## src/rtl/inst_issue_pkg.sv

```systemverilog
// inst_issue_pkg: shared processor types and sizing for the issue stage.
package inst_issue_pkg;
    localparam int DEPTH = 8;
    localparam int PREG_NUM = 64;
    localparam int PREG_W = $clog2(PREG_NUM);
    localparam int WB_PORTS = 2;

    typedef struct packed {
        logic clk;
        logic rst;
    } global_t;

    typedef struct packed {
        logic flush;
    } local_t;

    typedef struct packed {
        logic [PREG_W-1:0] prs;
        logic              rs_use;
        logic [PREG_W-1:0] prt;
        logic              rt_use;
        logic [PREG_W-1:0] prd;
        logic              rd_write;
    } post_rename_t;

    typedef struct packed {
        logic         inst_en;
        logic [31:0]  inst;
        post_rename_t pr;
    } inst_fifo_slot_t;

    typedef struct packed {
        logic              en;
        logic [PREG_W-1:0] preg;
    } wakeup_bus_t;

    // True when any writeback port broadcasts preg this cycle.
    function automatic logic wb_hit(wakeup_bus_t [WB_PORTS-1:0] wb, logic [PREG_W-1:0] preg);
        wb_hit = 1'b0;
        for (int i = 0; i < WB_PORTS; i++) wb_hit |= wb[i].en && wb[i].preg == preg;
    endfunction
endpackage

```

## src/rtl/inst_issue_if.sv

```systemverilog
// inst_issue_if: FIFO-head, writeback and execute handshake of the issue stage.
interface inst_issue_if;
    import inst_issue_pkg::*;
    inst_fifo_slot_t            fifo_top;
    logic                       empty;
    logic                       re;
    wakeup_bus_t [WB_PORTS-1:0] wb;
    logic                       ex_ready;
    logic                       issue_valid;
    inst_fifo_slot_t            issue_slot;

    modport master (output fifo_top, empty, wb, ex_ready, input re, issue_valid, issue_slot);
    modport slave (input fifo_top, empty, wb, ex_ready, output re, issue_valid, issue_slot);
endinterface

```

## src/rtl/inst_issue_busy_table.sv

```systemverilog
// inst_issue_busy_table: per-preg busy bits with writeback wakeup and same-cycle bypass lookup.
module inst_issue_busy_table
    import inst_issue_pkg::*;
(
    input  logic                       clk,
    input  logic                       rst,
    input  logic                       flush,
    input  logic                       set,
    input  logic [PREG_W-1:0]          set_preg,
    input  wakeup_bus_t [WB_PORTS-1:0] wb,
    input  logic [PREG_W-1:0]          rs,
    input  logic [PREG_W-1:0]          rt,
    output logic                       rs_busy,
    output logic                       rt_busy
);
    logic [PREG_NUM-1:0] busy;
    logic [PREG_NUM-1:0] clr;

    always_comb begin
        clr = '0;
        for (int i = 0; i < WB_PORTS; i++) if (wb[i].en) clr[wb[i].preg] = 1'b1;
    end

    // Set is applied after clear so a new producer wins over a stale wakeup.
    always_ff @(posedge clk) begin
        if (rst || flush) busy <= '0;
        else busy <= (busy & ~clr) | (PREG_NUM'(set) << set_preg);
    end

    assign rs_busy = busy[rs] && !wb_hit(wb, rs);
    assign rt_busy = busy[rt] && !wb_hit(wb, rt);
endmodule

```

## src/rtl/inst_issue.sv

```systemverilog
// inst_issue: in-order issue from the FIFO head into a one-entry output register.
module inst_issue
    import inst_issue_pkg::*;
(
    input  logic         clk,
    input  logic         rst,
    input  local_t       cntl,
    inst_issue_if.slave  bus,
    output logic [31:0]  stall_cnt
);
    inst_fifo_slot_t top;
    logic            adv;
    logic            rs_busy;
    logic            rt_busy;
    logic            bt_set;
    logic            stall_inc;
    logic [31:0]     stall_q;

    assign top = bus.fifo_top;
    assign adv = !bus.issue_valid || bus.ex_ready;
    // Bubbles bypass the operand check; they are popped but never issued.
    assign bus.re = !bus.empty && adv && !cntl.flush && !rst &&
                    (!top.inst_en || (!(top.pr.rs_use && rs_busy) && !(top.pr.rt_use && rt_busy)));
    assign bt_set = bus.re && top.inst_en && top.pr.rd_write && top.pr.prd != '0;

    inst_issue_busy_table u_bt (
        .clk      (clk),
        .rst      (rst),
        .flush    (cntl.flush),
        .set      (bt_set),
        .set_preg (top.pr.prd),
        .wb       (bus.wb),
        .rs       (top.pr.prs),
        .rt       (top.pr.prt),
        .rs_busy  (rs_busy),
        .rt_busy  (rt_busy)
    );

    always_ff @(posedge clk) begin
        if (rst) begin
            bus.issue_valid <= 1'b0;
            bus.issue_slot  <= '0;
        end else if (cntl.flush) begin
            bus.issue_valid <= 1'b0;
        end else if (bus.re) begin
            bus.issue_valid <= top.inst_en;
            bus.issue_slot  <= top;
        end else if (bus.ex_ready) begin
            bus.issue_valid <= 1'b0;
        end
    end

    assign stall_inc = !bus.empty && !bus.re && !cntl.flush && !(&stall_q);

    always_ff @(posedge clk) stall_q <= rst ? '0 : stall_q + 32'(stall_inc);

    assign stall_cnt = stall_q;
endmodule

```

## src/flat_wrapper.sv

```systemverilog
// flat-port wrapper written by rule: the top's interface ports become plain ports
module inst_issue_flat import inst_issue_pkg::*;
  (clk, rst, cntl, stall_cnt, bus_fifo_top, bus_empty, bus_wb, bus_ex_ready, bus_re, bus_issue_valid, bus_issue_slot);
  inst_issue_if bus_i ();
  input  logic clk;
  input  logic rst;
  input  local_t cntl;
  output logic [31:0] stall_cnt;
  input wire logic [$bits(bus_i.fifo_top)-1:0] bus_fifo_top;
  input wire logic [$bits(bus_i.empty)-1:0] bus_empty;
  input wire logic [$bits(bus_i.wb)-1:0] bus_wb;
  input wire logic [$bits(bus_i.ex_ready)-1:0] bus_ex_ready;
  output wire logic [$bits(bus_i.re)-1:0] bus_re;
  output wire logic [$bits(bus_i.issue_valid)-1:0] bus_issue_valid;
  output wire logic [$bits(bus_i.issue_slot)-1:0] bus_issue_slot;
  assign bus_i.fifo_top = bus_fifo_top;
  assign bus_i.empty = bus_empty;
  assign bus_i.wb = bus_wb;
  assign bus_i.ex_ready = bus_ex_ready;
  assign bus_re = bus_i.re;
  assign bus_issue_valid = bus_i.issue_valid;
  assign bus_issue_slot = bus_i.issue_slot;
  inst_issue u_core (.clk(clk), .rst(rst), .cntl(cntl), .bus(bus_i), .stall_cnt(stall_cnt));
endmodule
```

## config.mk

```make
export PLATFORM = sky130hd
export DESIGN_NAME = inst_issue_flat
export DESIGN_NICKNAME = d
export VERILOG_FILES = /design/src/rtl/inst_issue_pkg.sv /design/src/rtl/inst_issue_if.sv /design/src/rtl/inst_issue_busy_table.sv /design/src/rtl/inst_issue.sv /design/src/flat_wrapper.sv
export SDC_FILE = /design/constraint.sdc
export NUM_CORES = 1
export LEC_CHECK = 0
export ABC_AREA = 0
export CORE_UTILIZATION = 59
export CTS_CLUSTER_DIAMETER = 40
export DETAILED_ROUTE_END_ITERATION = 8
export GPL_TIMING_DRIVEN = 0
export PLACE_DENSITY = 0.9
export SLEW_MARGIN = 5
export SYNTH_ARGS = -nofsm -noshare
export SYNTH_HDL_FRONTEND = slang
export SYNTH_SLANG_ARGS = --single-unit
```

## constraint.sdc

```tcl
create_clock -name clk -period 9.3 [get_ports clk]
set_input_delay 1.86 -clock clk [delete_from_list [all_inputs] [get_ports clk]]
set_output_delay 1.86 -clock clk [all_outputs]
set_load 0.05 [all_outputs]
```

==> flow_metrics.env <==
export IMPL_outcome="finished with violations"
export IMPL_violations="DRC"
export IMPL_die_w_um=133
export IMPL_arrival_ns=5.52
export IMPL_grt_pass1_vias=10600
export IMPL_avgSynthCellArea_um2=8.77
export IMPL_tns_ns=0
export IMPL_path_delay_family="buffers and inverters"
export IMPL_relSlewSlack_pct=8.10
export IMPL_p_clk_share_pct=40.9
export IMPL_worstHoldStart="u_core.u_bt.busy[7]$_SDFF_PP0_"
export IMPL_ir_worst_vdd_v=0.000136
export IMPL_cts_sinks=151
export IMPL_viasPerCell=7.38
export IMPL_dr_pass1_iters=9
export IMPL_r2r_start="u_core.u_bt.busy[17]$_SDFF_PP0_"
export IMPL_gr_total_overflow=0
export IMPL_ys_seq_area_share_pct=29.6
export IMPL_hold_viol_final=0
export IMPL_grt_pass1_wl_mm=57.8
export IMPL_p_int_w=0.00115
export IMPL_die_area_um2=17800
export IMPL_fillers=1213
export IMPL_maxSlewViolCount=0
export IMPL_regArea_um2=3020
export IMPL_hpwl_mm=25.4
export IMPL_wirelength_mm=37.3
export IMPL_switching_share_pct=33.6
export IMPL_crit_path_end_kind="output pin"
export IMPL_ys_ff_latch=151
export IMPL_via_count=11500
export IMPL_cts_max_level=4
export IMPL_drive_gt1_share_pct=10.5
export IMPL_synth_cell_type_count=58
export IMPL_reg2reg_depth=17
export IMPL_critical_path_peak_fanout=10
export IMPL_finalCriticalPeriod_ns=7.38
export IMPL_design_area_um2=12500
export IMPL_max_stage_delay_ns=0.85
export IMPL_pre_cts_ws_ns=2.02
export IMPL_yosysWarnings=0
export IMPL_grt_usage_pct=41.5
export IMPL_finalSetupViolCount=0
export IMPL_final_period_utilization_pct=79.4
export IMPL_r2r_slack_ns=4.87
export IMPL_crit_buf_inv=4
export IMPL_antenna_found_initial=0
export IMPL_ant_nets=0
export IMPL_r2r_end="u_core.stall_cnt[31]$_SDFF_PP0_"
export IMPL_hp_class="reg2reg"
export IMPL_numCtsBuffers=17
export IMPL_nets=1399
export IMPL_finClkSkew_ns=0.0125
export IMPL_netlist_area_um2=10200
export IMPL_min_to="u_core.u_bt.busy[7]$_SDFF_PP0_"
export IMPL_synthArstFlopShare_pct=0
export IMPL_synthFlopType="dfxtp_1"
export IMPL_coreArea_um2=16700
export IMPL_portBuffers=142
export IMPL_cts_setup_buffers=0
export IMPL_start_util_pct=61.1
export IMPL_drtIter0Drc=1548
export IMPL_rows=47
export IMPL_ys_top_cells_by_area="dfxtp_1 (30%), nand2_1 (6.2%), o41ai_2 (5.9%)"
export IMPL_syn_inst=1163
export IMPL_placed_area_um2=11900
export IMPL_cts_resized=0
export IMPL_cp_start_kind="input pin"
export IMPL_synth_edf_count=0
export IMPL_synth_largest_area_cell="dfxtp_1"
export IMPL_crit_chain="clkdlybuf4s50_1, buf_2, mux4_2, mux2i_1, nand2_1, nand4_2, clkbuf_1, a31oi_1, nor2_1, clkdlybuf4s50_1"
export IMPL_clockRootBuffer="clkbuf_16"
export IMPL_grt_start_max_net_pins=17
export IMPL_wl_per_cell_um=23.9
export IMPL_io_pins=161
export IMPL_crit_required_ns=7.44
export IMPL_leakagePower_nw=4.11
export IMPL_clock_path_buffers=2
export IMPL_path_common_cell="clkdlybuf4s50_1"
export IMPL_setup_ws_ns=1.92
export IMPL_slowest_stage="clkdlybuf4s50_1"
export IMPL_p_sw_w=0.000584
export IMPL_post_synth_top_count_cell="nand2_1"
export IMPL_synth_top_area_share_pct=29.6
export IMPL_cts_tree="yes"
export IMPL_tightestPinTransition_ns=1.37
export IMPL_place_gp_congestion=1.02
export IMPL_rsz0062_at_grt="false"
export IMPL_drc=6
export IMPL_max_freq_ghz=0.136
export IMPL_ctsHoldBuffers=0
export IMPL_syn_num_nets=1238
export IMPL_netlist_top_cells_count="nand2_1 (169), dfxtp_1 (151), clkbuf_1 (89)"
export IMPL_clk_pin_slew_ns=0.07
export IMPL_area_growth_pct=22.4
export IMPL_pwr_density_cell_nw_per_um2=139
export IMPL_crit_type="in2out"
export IMPL_hold_path_cell_count=2
export IMPL_combPwrFrac_pct=20.2
export IMPL_multiInputGateArea_um2=6480
export IMPL_clk_latency_ns=0.45
export IMPL_seqPwrFrac_pct=38.9
export IMPL_cap_viol_max_count=0
export IMPL_die_h_um=133
export IMPL_antenna_cells=0
## worst max path at each step
stage | from | to | depth (start not counted)
global placement | bus_fifo_top[8] | bus_re | 10
finish | bus_fifo_top[16] | bus_re | 10
floorplan | bus_fifo_top[8] | bus_re | 10
detailed placement | bus_fifo_top[16] | bus_re | 10
CTS | bus_fifo_top[16] | bus_re | 10
global route | bus_fifo_top[8] | bus_re | 12
## state kept, by name (all words and copies together), names as in the netlist
name                    cells
u_core.u_bt.busy           64
u_core.bus.issue_slot      54
u_core.stall_cnt           32
u_core.bus.issue_valid      1
## placed cells by master (no fill, tap or decap), types with 3 or more instances in the layout
cell             instances
a21oi_1                  9
a22oi_1                 48
a311o_1                 54
a31oi_1                 54
and3_1                   5
and4_1                  54
buf_1                    5
buf_2                   26
buf_4                    6
buf_6                    9
clkbuf_1                89
clkbuf_16               17
clkdlybuf4s50_1        142
clkinvlp_4               5
dfxtp_1                151
inv_1                    5
inv_6                    5
inv_8                    3
mux2i_1                 40
mux4_2                  21
nand2_1                169
nand2b_1                10
nand3_1                 63
nand3b_1                 3
nand4_1                 17
nor2_1                  63
nor2b_1                  8
nor3_1                   9
nor3b_1                  9
nor4_1                   4
o2111ai_1               14
o21ai_0                  8
o311ai_1                54
o41ai_1                 25
o41ai_2                 37
or3_1                   12
xnor2_1                 15
xor2_1                  34
## worst reg2reg max path: stages (launching register included)
cell      delay, ns
dfxtp_1        0.39
mux2i_1        0.09
mux4_2         0.53
a22o_1         0.27
a311oi_2       0.26
o2bb2a_4       0.21
buf_6          0.14
buf_2          0.18
a31oi_1        0.19
o21a_1         0.14
ha_1           0.15
and2_1         0.23
nor4b_1        0.55
nand3b_1       0.29
nor2_1         0.32
nand4_1        0.15
xor2_1         0.14
nor2_1         0.05
## layer usage
metal / share of wire, % / GRT usage [%] / wire (µm) / vias up
li1: - / - / - / 4931
met1: 36 / 51.9 / 13400 / 5347
met2: 46 / 65.0 / 17000 / 987
met3: 13 / 9.82 / 4690 / 224
met4: 5.9 / 24.9 / 2210 / 0
met5: 0 / 0 / 0 / -
## kinds of logic after synthesis
group,after synthesis,share of synthesized area [%]
compound gates,318,28.3
xor+xnor,49,4.21
fa+ha+maj,2,0.245
buf+inv,143,6.89
flops,151,29.6
mux,62,8.67
simple gates,438,22.0
## power groups by stage
stage               clock network (W)  logic [W]  registers (W)
detailed placement                  0   0.000336       0.000690
finish                       0.000709   0.000351       0.000676
global placement                    0   0.000332       0.000689
CTS                          0.000706   0.000339       0.000675
floorplan                           0   0.000162       0.000741
global route                 0.000731   0.000364       0.000677
## area by class of cell
class	count	share of cell area [%]
clock inverter	15	1.29
inverter	5	0.150
timing repair buffer	142	11.4
multi-input combinational	869	51.9
tap	220	2.20
buffer	138	5.48
sequential	151	24.2
clock buffer	17	3.41
## stage by stage
stage                     total power [W]  std cells  hold slack, ns  util [%]
final                             0.00174       1557           0.495      74.8
after global routing              0.00177       1557           0.507      74.8
after CTS                         0.00172       1557           0.493      74.7
after global placement            0.00102       1525           0.466      71.2
after floorplan                  0.000903       1163           0.433         -
after detailed placement          0.00103       1525           0.470      71.2
(Power assumes the default switching activity.)
